$ cat src/rtl/csr_trap_ctrl_if.sv
// CSR write-port bundle: pipeline write request handshake plus the CSR file write port.
// master = pipeline/CSR-file side, slave = csr_trap_ctrl.
interface csr_trap_ctrl_if #(
  parameter int XLEN = 64
);
  logic            csr_req_valid;
  logic [11:0]     csr_req_addr;
  logic [XLEN-1:0] csr_req_wdata;
  logic            csr_req_ready;
  logic            csr_we;
  logic [11:0]     csr_waddr;
  logic [XLEN-1:0] csr_wdata;

  modport master (
    output csr_req_valid, csr_req_addr, csr_req_wdata,
    input  csr_req_ready, csr_we, csr_waddr, csr_wdata
  );

  modport slave (
    input  csr_req_valid, csr_req_addr, csr_req_wdata,
    output csr_req_ready, csr_we, csr_waddr, csr_wdata
  );
endinterface

$ cat src/rtl/csr_trap_ctrl.sv
// Machine-mode trap entry / MRET sequencer owning the CSR file write port.
// Optional macro CSR_TRAP_VECTORED_EN enables vectored interrupt targets (mtvec mode 1).
module csr_trap_ctrl #(
  parameter int XLEN        = 64,
  parameter int MTVAL_WRITE = 1
) (
  input  logic             clk,
  input  logic             reset,
  input  logic             exc_valid,
  input  logic [XLEN-1:0]  exc_cause,
  input  logic [XLEN-1:0]  exc_pc,
  input  logic [XLEN-1:0]  exc_tval,
  input  logic             mret_valid,
  input  logic [XLEN-1:0]  irq_pc,
  input  logic [XLEN-1:0]  mip_in,
  input  logic [XLEN-1:0]  mie_in,
  input  logic [XLEN-1:0]  mstatus_in,
  input  logic [XLEN-1:0]  mtvec_in,
  input  logic [XLEN-1:0]  mepc_in,
  csr_trap_ctrl_if.slave   bus,
  output logic             flush,
  output logic             stall,
  output logic             redirect_valid,
  output logic [XLEN-1:0]  redirect_pc,
  output logic [1:0]       priv_mode,
  output logic             busy
);
  localparam logic [11:0] ADDR_MSTATUS = 12'h300;
  localparam logic [11:0] ADDR_MEPC    = 12'h341;
  localparam logic [11:0] ADDR_MCAUSE  = 12'h342;
  localparam logic [11:0] ADDR_MTVAL   = 12'h343;
  localparam int MIE_BIT  = 3;
  localparam int MPIE_BIT = 7;

  typedef enum logic [2:0] {
    IDLE, W_MEPC, W_MCAUSE, W_MTVAL, W_STATUS, REDIRECT, R_STATUS, R_REDIRECT
  } state_t;

  state_t          state_q, state_d;
  logic [1:0]      priv_q, priv_d;
  logic [XLEN-1:0] cause_q, cause_d;
  logic [XLEN-1:0] pc_q, pc_d;
  logic [XLEN-1:0] tval_q, tval_d;
  logic [XLEN-1:0] status_q, status_d;
  logic [XLEN-1:0] target_q, target_d;

  logic            mei, msi, mti, irq_take;
  logic [3:0]      irq_code;
  logic [XLEN-1:0] trap_tgt;
  logic [XLEN-1:0] status_wr;
  logic            unused_irq_bits;

  // Only MEI/MSI/MTI are serviced; the remaining pending bits are deliberately ignored.
  assign unused_irq_bits = ^{mip_in, mie_in};

  always_comb begin
    mei      = mip_in[11] & mie_in[11];
    msi      = mip_in[3]  & mie_in[3];
    mti      = mip_in[7]  & mie_in[7];
    irq_take = ((priv_q != 2'd3) || mstatus_in[MIE_BIT]) && (mei || msi || mti);
    irq_code = mei ? 4'd11 : (msi ? 4'd3 : 4'd7);
  end

  always_comb begin
    trap_tgt = mtvec_in & ~XLEN'(3);
`ifdef CSR_TRAP_VECTORED_EN
    if (cause_q[XLEN-1] && (mtvec_in[1:0] == 2'b01))
      trap_tgt = trap_tgt + {cause_q[XLEN-3:0], 2'b00};
`endif
  end

  always_comb begin
    state_d            = state_q;
    priv_d             = priv_q;
    cause_d            = cause_q;
    pc_d               = pc_q;
    tval_d             = tval_q;
    status_d           = status_q;
    target_d           = target_q;
    bus.csr_req_ready  = 1'b0;
    bus.csr_we         = 1'b0;
    bus.csr_waddr      = '0;
    bus.csr_wdata      = '0;
    flush              = 1'b0;
    stall              = 1'b1;
    redirect_valid     = 1'b0;
    redirect_pc        = '0;
    status_wr          = status_q;

    unique case (state_q)
      IDLE: begin
        stall = 1'b0;
        if (exc_valid || irq_take) begin
          cause_d  = exc_valid ? exc_cause : {1'b1, (XLEN-1)'(irq_code)};
          pc_d     = exc_valid ? exc_pc : irq_pc;
          tval_d   = exc_valid ? exc_tval : '0;
          status_d = mstatus_in;
          flush    = 1'b1;
          stall    = 1'b1;
          state_d  = W_MEPC;
        end else if (mret_valid) begin
          status_d = mstatus_in;
          flush    = 1'b1;
          stall    = 1'b1;
          state_d  = R_STATUS;
        end else if (bus.csr_req_valid) begin
          bus.csr_req_ready = 1'b1;
          bus.csr_we        = 1'b1;
          bus.csr_waddr     = bus.csr_req_addr;
          bus.csr_wdata     = bus.csr_req_wdata;
        end
      end
      W_MEPC: begin
        bus.csr_we    = 1'b1;
        bus.csr_waddr = ADDR_MEPC;
        bus.csr_wdata = pc_q & ~XLEN'(3);
        state_d       = W_MCAUSE;
      end
      W_MCAUSE: begin
        bus.csr_we    = 1'b1;
        bus.csr_waddr = ADDR_MCAUSE;
        bus.csr_wdata = cause_q;
        state_d       = (MTVAL_WRITE != 0) ? W_MTVAL : W_STATUS;
      end
      W_MTVAL: begin
        bus.csr_we    = 1'b1;
        bus.csr_waddr = ADDR_MTVAL;
        bus.csr_wdata = tval_q;
        state_d       = W_STATUS;
      end
      W_STATUS: begin
        status_wr[MPIE_BIT] = status_q[MIE_BIT];
        status_wr[MIE_BIT]  = 1'b0;
        status_wr[12:11]    = priv_q;
        bus.csr_we          = 1'b1;
        bus.csr_waddr       = ADDR_MSTATUS;
        bus.csr_wdata       = status_wr;
        priv_d              = 2'd3;
        state_d             = REDIRECT;
      end
      REDIRECT: begin
        redirect_valid = 1'b1;
        redirect_pc    = trap_tgt;
        state_d        = IDLE;
      end
      R_STATUS: begin
        status_wr[MIE_BIT]  = status_q[MPIE_BIT];
        status_wr[MPIE_BIT] = 1'b1;
        status_wr[12:11]    = 2'd0;
        bus.csr_we          = 1'b1;
        bus.csr_waddr       = ADDR_MSTATUS;
        bus.csr_wdata       = status_wr;
        priv_d              = status_q[12:11];
        target_d            = mepc_in;
        state_d             = R_REDIRECT;
      end
      R_REDIRECT: begin
        redirect_valid = 1'b1;
        redirect_pc    = target_q;
        state_d        = IDLE;
      end
      default: state_d = IDLE;
    endcase
  end

  always_ff @(posedge clk or posedge reset) begin
    if (reset) begin
      state_q  <= IDLE;
      priv_q   <= 2'd3;
      cause_q  <= '0;
      pc_q     <= '0;
      tval_q   <= '0;
      status_q <= '0;
      target_q <= '0;
    end else begin
      state_q  <= state_d;
      priv_q   <= priv_d;
      cause_q  <= cause_d;
      pc_q     <= pc_d;
      tval_q   <= tval_d;
      status_q <= status_d;
      target_q <= target_d;
    end
  end

  assign priv_mode = priv_q;
  assign busy      = (state_q != IDLE);
endmodule

$ cat src/flat_wrapper.sv
// flat-port wrapper written by rule: the top's interface ports become plain ports
module csr_trap_ctrl_flat 
#(
  parameter int XLEN        = 64,
  parameter int MTVAL_WRITE = 1
)
  (clk, reset, exc_valid, exc_cause, exc_pc, exc_tval, mret_valid, irq_pc, mip_in, mie_in, mstatus_in, mtvec_in, mepc_in, flush, stall, redirect_valid, redirect_pc, priv_mode, busy, bus_csr_req_valid, bus_csr_req_addr, bus_csr_req_wdata, bus_csr_req_ready, bus_csr_we, bus_csr_waddr, bus_csr_wdata);
  csr_trap_ctrl_if #(.XLEN(XLEN)) bus_i ();
  input  logic clk;
  input  logic reset;
  input  logic exc_valid;
  input  logic [XLEN-1:0] exc_cause;
  input  logic [XLEN-1:0] exc_pc;
  input  logic [XLEN-1:0] exc_tval;
  input  logic mret_valid;
  input  logic [XLEN-1:0] irq_pc;
  input  logic [XLEN-1:0] mip_in;
  input  logic [XLEN-1:0] mie_in;
  input  logic [XLEN-1:0] mstatus_in;
  input  logic [XLEN-1:0] mtvec_in;
  input  logic [XLEN-1:0] mepc_in;
  output logic flush;
  output logic stall;
  output logic redirect_valid;
  output logic [XLEN-1:0] redirect_pc;
  output logic [1:0] priv_mode;
  output logic busy;
  input wire logic [$bits(bus_i.csr_req_valid)-1:0] bus_csr_req_valid;
  input wire logic [$bits(bus_i.csr_req_addr)-1:0] bus_csr_req_addr;
  input wire logic [$bits(bus_i.csr_req_wdata)-1:0] bus_csr_req_wdata;
  output wire logic [$bits(bus_i.csr_req_ready)-1:0] bus_csr_req_ready;
  output wire logic [$bits(bus_i.csr_we)-1:0] bus_csr_we;
  output wire logic [$bits(bus_i.csr_waddr)-1:0] bus_csr_waddr;
  output wire logic [$bits(bus_i.csr_wdata)-1:0] bus_csr_wdata;
  assign bus_i.csr_req_valid = bus_csr_req_valid;
  assign bus_i.csr_req_addr = bus_csr_req_addr;
  assign bus_i.csr_req_wdata = bus_csr_req_wdata;
  assign bus_csr_req_ready = bus_i.csr_req_ready;
  assign bus_csr_we = bus_i.csr_we;
  assign bus_csr_waddr = bus_i.csr_waddr;
  assign bus_csr_wdata = bus_i.csr_wdata;
  csr_trap_ctrl #(.XLEN(XLEN), .MTVAL_WRITE(MTVAL_WRITE)) u_core (.clk(clk), .reset(reset), .exc_valid(exc_valid), .exc_cause(exc_cause), .exc_pc(exc_pc), .exc_tval(exc_tval), .mret_valid(mret_valid), .irq_pc(irq_pc), .mip_in(mip_in), .mie_in(mie_in), .mstatus_in(mstatus_in), .mtvec_in(mtvec_in), .mepc_in(mepc_in), .bus(bus_i), .flush(flush), .stall(stall), .redirect_valid(redirect_valid), .redirect_pc(redirect_pc), .priv_mode(priv_mode), .busy(busy));
endmodule
$ cat config.mk
export PLATFORM = sky130hd
export DESIGN_NAME = csr_trap_ctrl_flat
export DESIGN_NICKNAME = d
export VERILOG_FILES = /design/src/rtl/csr_trap_ctrl_if.sv /design/src/rtl/csr_trap_ctrl.sv /design/src/flat_wrapper.sv
export SDC_FILE = /design/constraint.sdc
export NUM_CORES = 1
export LEC_CHECK = 0
export ABC_AREA = 1
export BUFFER_PORTS_ARGS = -buffer_cell sky130_fd_sc_hd__clkbuf_2
export CAP_MARGIN = 20
export CORE_AREA = 2 2 317 319
export DETAILED_ROUTE_END_ITERATION = 16
export DIE_AREA = 0 0 319 321
export SETUP_SLACK_MARGIN = 0.2
export SLEW_MARGIN = 20
export SYNTH_ARGS = -nofsm -noshare
export SYNTH_HDL_FRONTEND = slang
export SYNTH_SLANG_ARGS = --single-unit
$ cat constraint.sdc
create_clock -name clk -period 18.2 [get_ports clk]
set_input_delay 0 -clock clk [delete_from_list [all_inputs] [get_ports clk]]
set_output_delay 0 -clock clk [all_outputs]
set_load 0.01 [all_outputs]
-- Word-level counts from Yosys, hierarchy flattened
Cells that the tools add are included.
- register bits: 325
- latch bits: 0
- memory bits (writable): 0
- bits in read-only memories: 0
- input port bits: 657
- output and inout port bits: 148
- logic and storage cells: 63
- memories: 0
- $add $sub $neg: 0
- multiply operators: 0
- divide/modulo/power cells: 0
- order comparisons: 0
- equality and inequality tests: 9
- shifts and indexed selects: 0
- muxes and demuxes: 30
- bitwise logic cells: 3
- reduce and logical (&&, ||, !) cells: 14
- operators with widths (operator ; number):
    2-to-1 mux 64 bit ; 8
    case mux 64 bit (6 select lines) ; 1
    case mux 64 bit (2 select lines) ; 1
    case mux 12 bit (5 select lines) ; 1
    2-to-1 mux 12 bit ; 3
    case mux 3 bit (7 select lines) ; 1
    equality test 3 bit, second input constant ; 4
    2-to-1 mux 1 bit ; 9
    2-to-1 mux 3 bit ; 3
    equality test 3 x 2 -> 1 bit, second input constant ; 2
    OR reduction 5 bit ; 1
    logical OR 1 bit ; 4
    2-to-1 mux 4 bit ; 1
    case mux 2 bit (2 select lines) ; 1
    AND reduction 2 bit ; 2
    nonzero test 2 bit ; 2
    OR reduction 2 bit ; 2
    bitwise AND 1 bit ; 3
    equality test 3 x 1 -> 1 bit, second input constant ; 1
    logical NOT 3 bit ; 1
    inequality test 3 x 2 -> 1 bit, second input constant ; 1
    nonzero test 3 bit ; 1
    inequality test 2 bit, second input constant ; 1
    case mux 1 bit (2 select lines) ; 1
    logical AND 1 bit ; 1

-- Longest topological paths before layout
- word-level depth: 7
- mapped depth: 10
- gate-level depth less buffers: 8

-- Worst setup path after synthesis
Ideal clock, no wire load.
- path kind: flip-flop to flip-flop
- from: register u_core.priv_q[0], in the netlist u_core.priv_mode[0]
- to: register u_core.pc_q[35]
- setup time: 0.130 ns
- arrival: 1.517 ns
- required time: 18.070 ns
- path slack: 16.553 ns
- cell stages (with the launch flop): 10
- buffers on the path: 2
- clock period less this slack: 1.647 ns
- path through: dfstp_2 > inv_1 > nor2_1 > nand2_1 > nand2_1 > nand2_1 > nand2_1 > buf_2 > clkbuf_1 > o21ai_0
- cells in the longest elaborated chain, start to end: 5
- RTL lines (item ; RTL line ; text):
    from (decl) ; csr_trap_ctrl.sv:40 ; logic [1:0] priv_q, priv_d;
    from (signal assigned) ; csr_trap_ctrl.sv:177 ; priv_q <= priv_d;
    inequality test 2 bit ; csr_trap_ctrl.sv:60 ; irq_take = ((priv_q != 2'd3) || mstatus_in[MIE_BIT]) && (mei || msi || mti);
    logical OR 1 bit ; csr_trap_ctrl.sv:60 ;
    logical AND 1 bit ; csr_trap_ctrl.sv:60 ;
    logical OR 1 bit ; csr_trap_ctrl.sv:93 ; if (exc_valid || irq_take) begin
    AND reduction 2 bit (no line) ; n/a ;
    to (signal assigned) ; csr_trap_ctrl.sv:179 ; pc_q <= pc_d;
    to (decl) ; csr_trap_ctrl.sv:42 ; logic [XLEN-1:0] pc_q, pc_d;
No other way between the ends.
A chain may end at the register's enable or synchronous reset.

-- Worst setup path in the final report
- from: register u_core.priv_q[0], in the netlist u_core.priv_mode[0]
- to: register u_core.pc_q[31]
The elaborated chain is that of the path after synthesis.

==> metrics.cfg <==
[routing]
wirelength_mm=91.5
vias=20100
wl_per_cell_um=19.6
drc=0
firstDrtPassIters=6
via_per_inst=4.33
ant_nets=0
drtIter0Drc=1364

[worst_setup_path]
endpoint=u_core.pc_q[31]
path_common_cell=buf_4
rr_endpoint=u_core.pc_q[31]
worstReg2RegStart=u_core.priv_mode[0]
slowest_delay_ps=780
r2r_cells=10
critPathLaunch=u_core.priv_mode[0]
rrSetupSlack_ps=13670
worstPathArrival_ps=4940
required_ps=18600
crit_type=reg2reg
start_kind=register
critPathSlowestCell=buf_4
endpoint_kind=register
critical_path.max_fanout=87
cp_cell_sequence=inv_1 > nor2_1 > nand2_1 > nand2_2 > buf_4 > nand2_1 > nand2_4 > buf_4 > buf_4 > o21ai_0

[synth]
synth_compound_area_frac=0.0301
synth-seq-cells=323
synthMuxAreaShare=0.0728
yosysSeqAreaShare=0.466
ys_types=24
synth_simple_gate_area_frac=0.362
syn_inst=2307
synth_nets=2964
synth_fa_ha_area_frac=0
ys.warnings.count=0
synth_top_family_by_area=simple AND/OR/NAND/NOR gates
synth_area_sq_mm=0.0173
syn_area_per_cell_sq_um=7.52
synth_xor_area_frac=0

[place]
place_congestion=0.817
hpwl_mm=61.5
port_buffers=676

[finish]
area_delta_synth_final_pct=59.3
layout-drive-gt1-share=0.255
layout.nets=3970
layout_common_cells=896 x nand2_1, 673 x clkbuf_2, 433 x dlygate4sd3_1
layout_commonest_cell=nand2_1

[pwr]
power_mw=3.90
leakage_nw=14.4
ir_drop_mv=0.0736
powerDensity_mw_per_mm2=141

[timing]
tns_ps=0
clock_skew_ps=26.2
hold_violations=0
finalMaxSlewViolations=0
period_minus_slack_ps=4530
relSlewSlack=0.307
fin_crit_sh=0.249
fmax_mhz=221
rsz0062_at_grt=no
holdWs_ps=2.96
worstMarginPinSlew_ps=1040
setup_violations=0

[cts]
postCtsSetupBuffers=0
clkLatencyLatePin_ps=590
clock_path_buffers=3
numCtsBuffers=42
post_cts_resized=0
cts_num_sinks=323
path_clk_slew_ps=70
cts_tree=built
clockRootBuffer=clkbuf_16
htreeDepth=2

[status]
status=finished clean

[floorplan]
die_x_um=319
io_pins=805
die_area_sq_mm=0.102
rows=116
initial_core_util=0.175
core_sq_mm=0.0993
die-height_um=321

[min_path]
hp-class=in2reg
whs_path_depth=5
holdCritStartpoint=exc_cause[2]

[global_routing]
grt_pass1_wl_mm=132
antenna_found_initial=29
grt_pass1_vias=20300
grt_overflow=0
gr-usage-all-layers=0.174
grt_max_degree=107

[run]
cap_violations=0

state kept, by name, summed over array words and instances (netlist names):
signal	count
u_core.priv_mode	2
u_core.tval_q	64
u_core.cause_q	64
u_core.status_q	64
u_core.pc_q	62
u_core.target_q	64
u_core.state_q	3
stage by stage:
step           cells  setup slack, ps  utilization  area [sq um]
4_1_cts         4640            13700        0.278         27600
5_1_grt         4654            13330        0.278         27600
3_3_place_gp    4134            13760        0.219         21800
2_1_floorplan   2307             9260            -         17300
6_report        4656            13670        0.278         27600
3_5_place_dp    4134            13710        0.219         21800
cell type report:
cell class                 instances  area, sq um
clock buffer                      61         1240
antenna                           16         40.0
multi-input combinational       1729         8120
fill                           10600        71700
sequential                       323         8090
tap                             1298         1620
timing repair buffer            1140         7980
clock inverter                    12          225
inverter                          77          310
critical path, delay by kind of cell, from the launching register on:
family	cells	cell delay, ps
AND/OR/NAND/NOR	5	1310
AO/OA/AOI/OAI	1	200
flip-flops	1	520
buffers and inverters	4	2010
power by group:
group	internal (mW)	switching [mW]	total, mW
clock network	0.557	0.350	0.907
registers	1.06	0.172	1.23
logic	0.596	1.17	1.76
total	2.21	1.69	3.90
metal layers:
layer / share of wire / global-route usage / up-vias
met1: 0.41 / 0.207 / 9527
met5: 0.0010 / 0 / -
met3: 0.070 / 0.0395 / 200
li1: - / - / 9473
met4: 0.045 / 0.0819 / 14
met2: 0.47 / 0.297 / 926
worst min path at each step:
stage | to | slack, ps
3_5_place_dp | u_core.pc_q[20] | 140
5_1_grt | u_core.cause_q[2] | 60
6_report | u_core.cause_q[2] | 3
2_1_floorplan | bus_csr_waddr[10] | 90
4_1_cts | u_core.cause_q[2] | 20
3_3_place_gp | u_core.pc_q[20] | 140
Yosys cell counts, drive strengths merged:
cell type / number / area share
a21oi: 16 / 0.0046
buf: 109 / 0.037
clkbuf: 69 / 0.015
dfrtp: 321 / 0.46
dfstp: 2 / 0.0030
inv: 77 / 0.017
mux2: 57 / 0.037
mux2i: 62 / 0.036
nand2: 901 / 0.20
nand3: 386 / 0.11
nand4: 32 / 0.012
nor2: 185 / 0.040
nor3b: 8 / 0.0035
o21ai: 73 / 0.021
o22ai: 1 / 0.00036
o2bb2ai: 8 / 0.0040
cells by family after synthesis:
| family | Yosys count |
|---|---|
| simple gates | 1512 |
| mux | 119 |
| flops | 323 |
| compound gates | 98 |
| buf+inv | 255 |
what timing repair did:
action,CTS,global route
hold buffers,433,0
hold endpoints to repair,406,0
endpoints found under the setup margin,0,0
Power figures use the tool's default switching activity.
